File: config.mk
export PLATFORM = sky130hd
export DESIGN_NAME = lsu_mem_if
export DESIGN_NICKNAME = d
export VERILOG_FILES = /design/src/rtl/lsu_mem_if.sv
export SDC_FILE = /design/constraint.sdc
export NUM_CORES = 1
export LEC_CHECK = 0
export BUFFER_PORTS_ARGS = -buffer_cell sky130_fd_sc_hd__buf_2
export CAP_MARGIN = 20
export CORE_MARGIN = 2
export CORE_UTILIZATION = 50
export DETAILED_ROUTE_END_ITERATION = 12
export PLACE_DENSITY = 0.77
export SYNTH_ARGS = -nofsm -noshare
export SYNTH_HDL_FRONTEND = slang
export SYNTH_SLANG_ARGS = --single-unit
File: constraint.sdc
create_clock -name clk -period 2.2 [get_ports clk]
set_clock_uncertainty 0.15 [all_clocks]
set_input_delay 0.66 -clock clk [delete_from_list [all_inputs] [get_ports clk]]
set_output_delay 0.66 -clock clk [all_outputs]
set_load 0.02 [all_outputs]
File: src/rtl/lsu_mem_if.sv
// lsu_mem_if: load/store unit between the decoded control word and a
// word-wide data memory with a req/ack handshake.
//
// Ports:
//   clk, rst                 clock, asynchronous active-low reset
//   req_valid/req_ready      core request handshake (ready only while idle)
//   req_write, req_width     MemWrite and DataWidth from the decoder
//   req_addr, req_wdata      byte address, right-justified store data
//   rsp_valid/err/rdata      one-cycle completion pulse with extended load data
//   mem_req/we/addr/be/wdata memory access, held stable until mem_ack
//   mem_ack, mem_rdata       memory completion and read word
//
// Word-crossing accesses become two back-to-back word accesses (lo word
// first) when MISALIGN_SPLIT=1; otherwise they complete with rsp_err.
module lsu_mem_if #(
    parameter int ADDR_WIDTH     = 32,
    parameter bit MISALIGN_SPLIT = 1'b1
) (
    input  logic                  clk,
    input  logic                  rst,
    input  logic                  req_valid,
    output logic                  req_ready,
    input  logic                  req_write,
    input  logic [2:0]            req_width,
    input  logic [ADDR_WIDTH-1:0] req_addr,
    input  logic [31:0]           req_wdata,
    output logic                  rsp_valid,
    output logic                  rsp_err,
    output logic [31:0]           rsp_rdata,
    output logic                  mem_req,
    output logic                  mem_we,
    output logic [ADDR_WIDTH-3:0] mem_addr,
    output logic [3:0]            mem_be,
    output logic [31:0]           mem_wdata,
    input  logic                  mem_ack,
    input  logic [31:0]           mem_rdata
);

    typedef enum logic [1:0] {IDLE, ACC0, ACC1, RESP} state_t;

    state_t      state;
    logic        write_q;
    logic [2:0]  width_q;
    logic [1:0]  off_q;
    logic        split_q;
    logic [3:0]  be_hi;
    logic [31:0] wdata_hi;
    logic [31:0] lo_q;

    logic [1:0]  req_off;
    logic [2:0]  req_size;
    logic [3:0]  req_mask;
    logic [7:0]  req_lanes;
    logic [63:0] req_data64;
    logic        req_split;

    // Shift the two-word window down to the access offset, keep the access
    // size and extend. width[2] selects zero extension.
    function automatic logic [31:0] extend_load(input logic [63:0] raw,
                                                input logic [1:0]  off,
                                                input logic [2:0]  width);
        logic [63:0] sh;
        sh = raw >> {off, 3'b000};
        case (width[1:0])
            2'b01:   extend_load = width[2] ? {16'h0, sh[15:0]} : {{16{sh[15]}}, sh[15:0]};
            2'b10:   extend_load = width[2] ? {24'h0, sh[7:0]}  : {{24{sh[7]}}, sh[7:0]};
            default: extend_load = sh[31:0];
        endcase
    endfunction

    always_comb begin
        req_off = req_addr[1:0];
        case (req_width[1:0])
            2'b01:   begin req_size = 3'd2; req_mask = 4'b0011; end
            2'b10:   begin req_size = 3'd1; req_mask = 4'b0001; end
            default: begin req_size = 3'd4; req_mask = 4'b1111; end
        endcase
        req_lanes  = {4'b0000, req_mask} << req_off;
        req_data64 = {32'h0, req_wdata} << {req_off, 3'b000};
        req_split  = ({2'b00, req_off} + {1'b0, req_size}) > 4'd4;
    end

    always_ff @(posedge clk or negedge rst) begin
        if (!rst) begin
            state     <= IDLE;
            req_ready <= 1'b1;
            rsp_valid <= 1'b0;
            rsp_err   <= 1'b0;
            rsp_rdata <= 32'h0;
            mem_req   <= 1'b0;
            mem_we    <= 1'b0;
            mem_addr  <= '0;
            mem_be    <= 4'b0000;
            mem_wdata <= 32'h0;
            write_q   <= 1'b0;
            width_q   <= 3'b000;
            off_q     <= 2'b00;
            split_q   <= 1'b0;
            be_hi     <= 4'b0000;
            wdata_hi  <= 32'h0;
            lo_q      <= 32'h0;
        end else begin
            rsp_valid <= 1'b0;
            case (state)
                IDLE: begin
                    if (req_valid) begin
                        write_q   <= req_write;
                        width_q   <= req_width;
                        off_q     <= req_off;
                        split_q   <= req_split;
                        be_hi     <= req_lanes[7:4];
                        wdata_hi  <= req_data64[63:32];
                        req_ready <= 1'b0;
                        rsp_rdata <= 32'h0;
                        if (req_split && !MISALIGN_SPLIT) begin
                            // Rejected without touching memory.
                            rsp_err   <= 1'b1;
                            rsp_valid <= 1'b1;
                            state     <= RESP;
                        end else begin
                            mem_req   <= 1'b1;
                            mem_we    <= req_write;
                            mem_addr  <= req_addr[ADDR_WIDTH-1:2];
                            mem_be    <= req_lanes[3:0];
                            mem_wdata <= req_data64[31:0];
                            state     <= ACC0;
                        end
                    end
                end
                ACC0: begin
                    if (mem_ack) begin
                        lo_q <= mem_rdata;
                        if (split_q) begin
                            // mem_req stays high; the second word follows directly.
                            mem_addr  <= mem_addr + {{(ADDR_WIDTH-3){1'b0}}, 1'b1};
                            mem_be    <= be_hi;
                            mem_wdata <= wdata_hi;
                            state     <= ACC1;
                        end else begin
                            mem_req   <= 1'b0;
                            mem_we    <= 1'b0;
                            mem_be    <= 4'b0000;
                            rsp_valid <= 1'b1;
                            rsp_rdata <= write_q ? 32'h0
                                       : extend_load({32'h0, mem_rdata}, off_q, width_q);
                            state     <= RESP;
                        end
                    end
                end
                ACC1: begin
                    if (mem_ack) begin
                        mem_req   <= 1'b0;
                        mem_we    <= 1'b0;
                        mem_be    <= 4'b0000;
                        rsp_valid <= 1'b1;
                        rsp_rdata <= write_q ? 32'h0
                                   : extend_load({mem_rdata, lo_q}, off_q, width_q);
                        state     <= RESP;
                    end
                end
                default: begin
                    // RESP: the completion pulse is on the outputs this cycle.
                    rsp_err   <= 1'b0;
                    rsp_rdata <= 32'h0;
                    req_ready <= 1'b1;
                    state     <= IDLE;
                end
            endcase
        end
    end

endmodule
== Word level (Yosys, flattened, before mapping) ==
Cells that the tools add are included.

* Register bits: 179
* Input bits: 104
* Logic and storage cells: 93

* Equality and inequality tests: 11
* Reductions and logical operators: 12
* Magnitude comparators: 1
* Shift operators: 4
* Add/subtract/negate cells: 2
* Bitwise operators: 1
* Multiplexer cells: 46

{| class="wikitable"
|+ Operators with widths
! cell !! number
|-
| 32-bit 2-to-1 mux || 13
|-
| 32-bit case mux with 2 select lines || 3
|-
| 32-bit case mux with 3 select lines || 1
|-
| 30-bit 2-to-1 mux || 3
|-
| 32-bit by 5-bit left shift with 64-bit output || 1
|-
| 64-bit by 5-bit >> shifter with 32-bit output || 1
|-
| 30-bit case mux with 2 select lines || 1
|-
| 32-bit by 5-bit >> shifter with 32-bit output || 1
|-
| 30-bit by 1-bit adder with 30-bit output (second input constant) || 1
|-
| 4-bit 2-to-1 mux || 4
|-
| 4-bit case mux with 3 select lines || 1
|-
| 4-bit AND reduction || 3
|-
| 1-bit 2-to-1 mux || 10
|-
| 2-bit != test (second input constant) || 5
|-
| 4-bit case mux with 2 select lines || 1
|-
| 4-bit by 2-bit left shift with 8-bit output || 1
|-
| 2-bit by 1-bit == test with 1-bit output (second input constant) || 3
|-
| 2-bit == test (second input constant) || 3
|-
| 2-bit 2-to-1 mux || 3
|-
| 1-bit case mux with 3 select lines || 2
|-
| 2-bit case mux with 3 select lines || 1
|-
| 3-bit case mux with 2 select lines || 1
|-
| 2-bit AND reduction || 3
|-
| 5-bit AND reduction || 1
|-
| 9 further kinds || 10
|}

== Logic depth before layout (Yosys ltp) ==
* Depth after elaboration: 7
* Mapped depth: 10

== Worst setup path after synthesis ==
OpenSTA, ideal clock, no wires.

* Path type: input port to flip-flop
* Start: in mem_rdata[7]
* End: reg rsp_rdata[24]
* Path buffers: 1
* Data arrival time: 2074 ps
* Cell stages on the path: 6
* Path slack: -156 ps
* Data required time: 1918 ps
* Cell sequence: mux2_4 -> and3_1 -> or4_4 -> a32oi_4 -> buf_8 -> o211ai_2

* Longest elaborated chain between the ends: 7
* Elaborated cells between the ends (all ways): 14

{| class="wikitable"
|+ RTL lines
! element !! RTL line !! source
|-
| start, declared || 36 || <nowiki>input logic [31:0] mem_rdata</nowiki>
|-
| 32-bit by 5-bit >> shifter with 32-bit output || 63 || <nowiki>sh = raw >> {off, 3'b000};</nowiki>
|-
| 32-bit 2-to-1 mux, on equally long branches || 66, 65 ||
|-
| 32-bit case mux with 2 select lines || 64 || <nowiki>case (width[1:0])</nowiki>
|-
| 32-bit 2-to-1 mux || 144 || <nowiki>rsp_rdata <= write_q ? 32'h0</nowiki>
|-
| 32-bit 2-to-1 mux || 133 || <nowiki>if (split_q) begin</nowiki>
|-
| 32-bit 2-to-1 mux || 131 || <nowiki>if (mem_ack) begin</nowiki>
|-
| 32-bit case mux with 3 select lines * || 104 || <nowiki>case (state)</nowiki>
|-
| end signal, assigned || 144 ||
|-
| end signal, assigned || 156 || <nowiki>rsp_rdata <= write_q ? 32'h0</nowiki>
|-
| end, declared || 29 || <nowiki>output logic [31:0] rsp_rdata,</nowiki>
|}

Mark *: on every way between the ends. The rest lies on a longest branch, timed or not. The select of a mux whose other input is x is not followed.
A chain may end at the register's enable or synchronous reset.

== Worst setup path in the final report ==
* Start: reg off_q[1]
* End: reg rsp_rdata[23]

* Longest elaborated chain between the ends: 7
* Elaborated cells between the ends (all ways): 14

{| class="wikitable"
|+ RTL lines
! element !! RTL line !! source
|-
| start, declared || 44 || <nowiki>logic [1:0] off_q;</nowiki>
|-
| start signal, assigned || 109 || <nowiki>off_q <= req_off;</nowiki>
|-
| 32-bit by 5-bit >> shifter with 32-bit output || 63 ||
|-
| 32-bit 2-to-1 mux, on equally long branches || 66, 65 ||
|-
| 32-bit case mux with 2 select lines || 64 ||
|-
| 32-bit 2-to-1 mux || 144 ||
|-
| 32-bit 2-to-1 mux || 133 ||
|-
| 32-bit 2-to-1 mux || 131 ||
|-
| 32-bit case mux with 3 select lines * || 104 ||
|}

Marks and branches as above.

==> flow_summary.yaml <==
outcome:
  outcome: "finished with violations"
  violations: "negative setup slack"
synth:
  yosysTopAreaCell: "dfrtp_1"
  ys_ff_latch: 170
  synthArstFlopShare_pct: 100
  ys.flop_type: "dfrtp_1"
  yosysTopAreaCellShare_pct: 42.7
  seq_area_frac_synth_pct: 43.0
  syn_nets: 1140
  syn-mean-instance-area_sq_um: 9.68
  yosys-top-cells-area: "dfrtp_1 (43%), mux2_2 (8.6%), mux2i_1 (6.3%), a21oi_1 (4.4%), nand2_1 (3.6%)"
  synth_area_sq_mm: 0.00990
  yosysUniqueCellTypes: 64
  synth_edf_count: 0
  synth_cells: 1023
  yosys-top-cells-count: "dfrtp_1 (169), nand2_1 (95), a21oi_1 (88)"
  synth_warnings: 0
  synth.most_common_cell: "dfrtp_1"
cts:
  insertion_delay_ns: 0.43
  clock_path_buffers: 2
  cts_hold_buf: 0
  cts_tree: "yes"
  clkTransAtPathRegs_ns: 0.07
  cts_buffers: 17
  cts.sinks: 170
  cts_htree_levels: 4
  cts-root-buf: "clkbuf_16"
pwr:
  comb_power_share_pct: 57.2
  p_sw_mw: 8.95
  swShare_pct: 44.4
  seqPwrFrac_pct: 28.3
  ir_worst_vdd_v: 0.000880
  power_frac_clock_pct: 14.5
  internal_power_mw: 11.2
  p_per_area_mw_per_mm2: 1570
  leakagePower_nw: 6.02
  finalPower_mw: 20.2
drt:
  drtAntennaViolNets: 0
  avgViaCountPerCell: 6.09
  routedWlPerCell_um: 19.8
  vias: 9492
  firstDrtPassIters: 6
  drt-initial-drc-count: 776
  routed_wirelength_um: 30800
  drc_errors: 0
die:
  dieArea_sq_mm: 0.0209
  core_sq_mm: 0.0195
  die_h_um: 145
  die_w_um: 145
  start_util_pct: 50.9
  pin_count: 207
  rows: 51
placed_design:
  finalWeightedCongestion: 0.953
  place_worst_setup_slack_ns: -0.253
  post-dp-hpwl_um: 21400
  placed_cell_area_sq_mm: 0.0119
  port_buffers: 205
global_routing:
  antenna_found_initial: 1
  grt_first_pass_wirelength_um: 47400
  gr-total-overflow: 0
  grt_max_degree: 55
  grt_usage_pct: 29.2
  grt_pass1_vias: 8850
sta:
  finalSetupTns_ns: -0.477
  post-route-period-util_pct: 103
  rsz0062_at_grt: "true"
  hold_violations: 0
  fmax_mhz: 442
  fin_ws_ns: -0.0604
  min_period_ns: 2.26
  setup_viol: 16
  slew_headroom_pct: 52.1
  maxSlewViolCount: 0
  tightest_slew_ns: 0.716
finish:
  fin_area_sq_mm: 0.0128
  ff_latch_area_sq_mm: 0.00426
  area_growth_pct: 29.7
  multi_input_area_sq_mm: 0.00547
  nFillCells: 1531
  final_layout_size_suffix_gt1_share_pct: 37.5
  nets: 1397
worst_setup_path:
  cp_max_fo: 8
  critPathKind: "flip-flop to flip-flop"
  reg2reg_setup_slack_ns: -0.06
  startpoint_type: "flip-flop"
  worstPathArrival_ns: 2.40
  crit_path_end_kind: "flip-flop"
  required_ns: 2.34
min_path:
  hp-class: "input pin to async pin"
run:
  cap_violations: 0
-- through the flow --
step | utilization [%] | cells | hold slack [ns]
3_3_place_gp | 61.4 | 1513 | 0.312
2_1_floorplan | - | 1023 | 0.214
3_5_place_dp | 61.4 | 1513 | 0.314
6_report | 66.0 | 1559 | 0.0248
5_1_grt | 66.0 | 1558 | 0.0604
4_1_cts | 65.1 | 1556 | 0.0369
-- placed cells by master, fill, tap and decap left out, types with 25 or more instances in the layout --
cell type and count:
o21ai_0 54, buf_2 204, a21oi_1 88, nor2_1 85, nand3_1 25, mux2i_1 58, buf_4 87, mux2_2 76
dfrtp_1 166, nand2_1 94
-- final timing paths --
| path | depth (start not counted) | startpoint | end |
|---|---|---|---|
| max in group asynchronous | 2 | rst | req_ready |
| hold reg to reg | 2 | mem_wdata[31] | mem_wdata[31] |
| setup reg to reg | 7 | off_q[1] | rsp_rdata[23] |
| min in group clk | 2 | req_width[2] | width_q[2] |
| hold / removal | 1 | rst | mem_addr[3] |
| setup / recovery | 7 | off_q[1] | rsp_rdata[23] |
-- timing repair --
action,CTS,global route
pin swaps,3,7
gates resized for setup,17,37
cloned,2,0
setup endpoints to repair,28,69
buffers inserted,9,4
-- power by group through the flow --
stage          registers [mW]  clock network (mW)  logic, mW
3_3_place_gp             5.64                   0       10.5
4_1_cts                  5.65                2.94       11.0
2_1_floorplan            6.34                   0       6.10
3_5_place_dp             5.67                   0       10.8
6_report                 5.70                2.93       11.5
5_1_grt                  5.87                3.09       12.4
-- kinds of logic (layout without fill, tap and decap cells) --
logic type | after synthesis | in the layout | synth area share [%]
compound gates | 314 | 315 | 22.0
buf+inv | 98 | 367 | 4.13
other cells | 1 | 2 | 0.0379
flops | 170 | 170 | 43.0
mux | 153 | 153 | 16.7
simple gates | 274 | 274 | 12.4
fa+ha+maj | 13 | 13 | 1.72
-- area by class of cell --
type / count / area share (%)
clock inverter: 10 / 0.731
tap: 265 / 2.58
multi-input combinational: 756 / 42.6
antenna: 1 / 0.0195
inverter: 15 / 0.439
timing repair buffer: 320 / 16.8
clock buffer: 22 / 3.69
sequential: 170 / 33.2
-- flip-flops by register name, indices dropped and copies added (netlist names), 2 cells and up --
signal,flops
be_hi,3
lo_q,32
mem_addr,30
mem_be,4
mem_wdata,32
off_q,2
rsp_rdata,32
state,2
wdata_hi,24
width_q,3
-- metal layers --
metal / vias up / routed length (um) / global-route usage (%)
met2: 524 / 14500 / 46.9
met1: 4557 / 12700 / 39.5
li1: 4333 / - / -
met4: 0 / 1010 / 11.0
met3: 78 / 2580 / 5.33
met5: - / 0 / 0
-- critical path, stage by stage (launching register included) --
cell	delay, ns
dfrtp_2	0.48
buf_6	0.14
mux2_4	0.32
a221oi_4	0.36
o211ai_4	0.15
buf_6	0.17
a32oi_2	0.20
o211ai_2	0.14
Power figures use the tool's default switching activity.
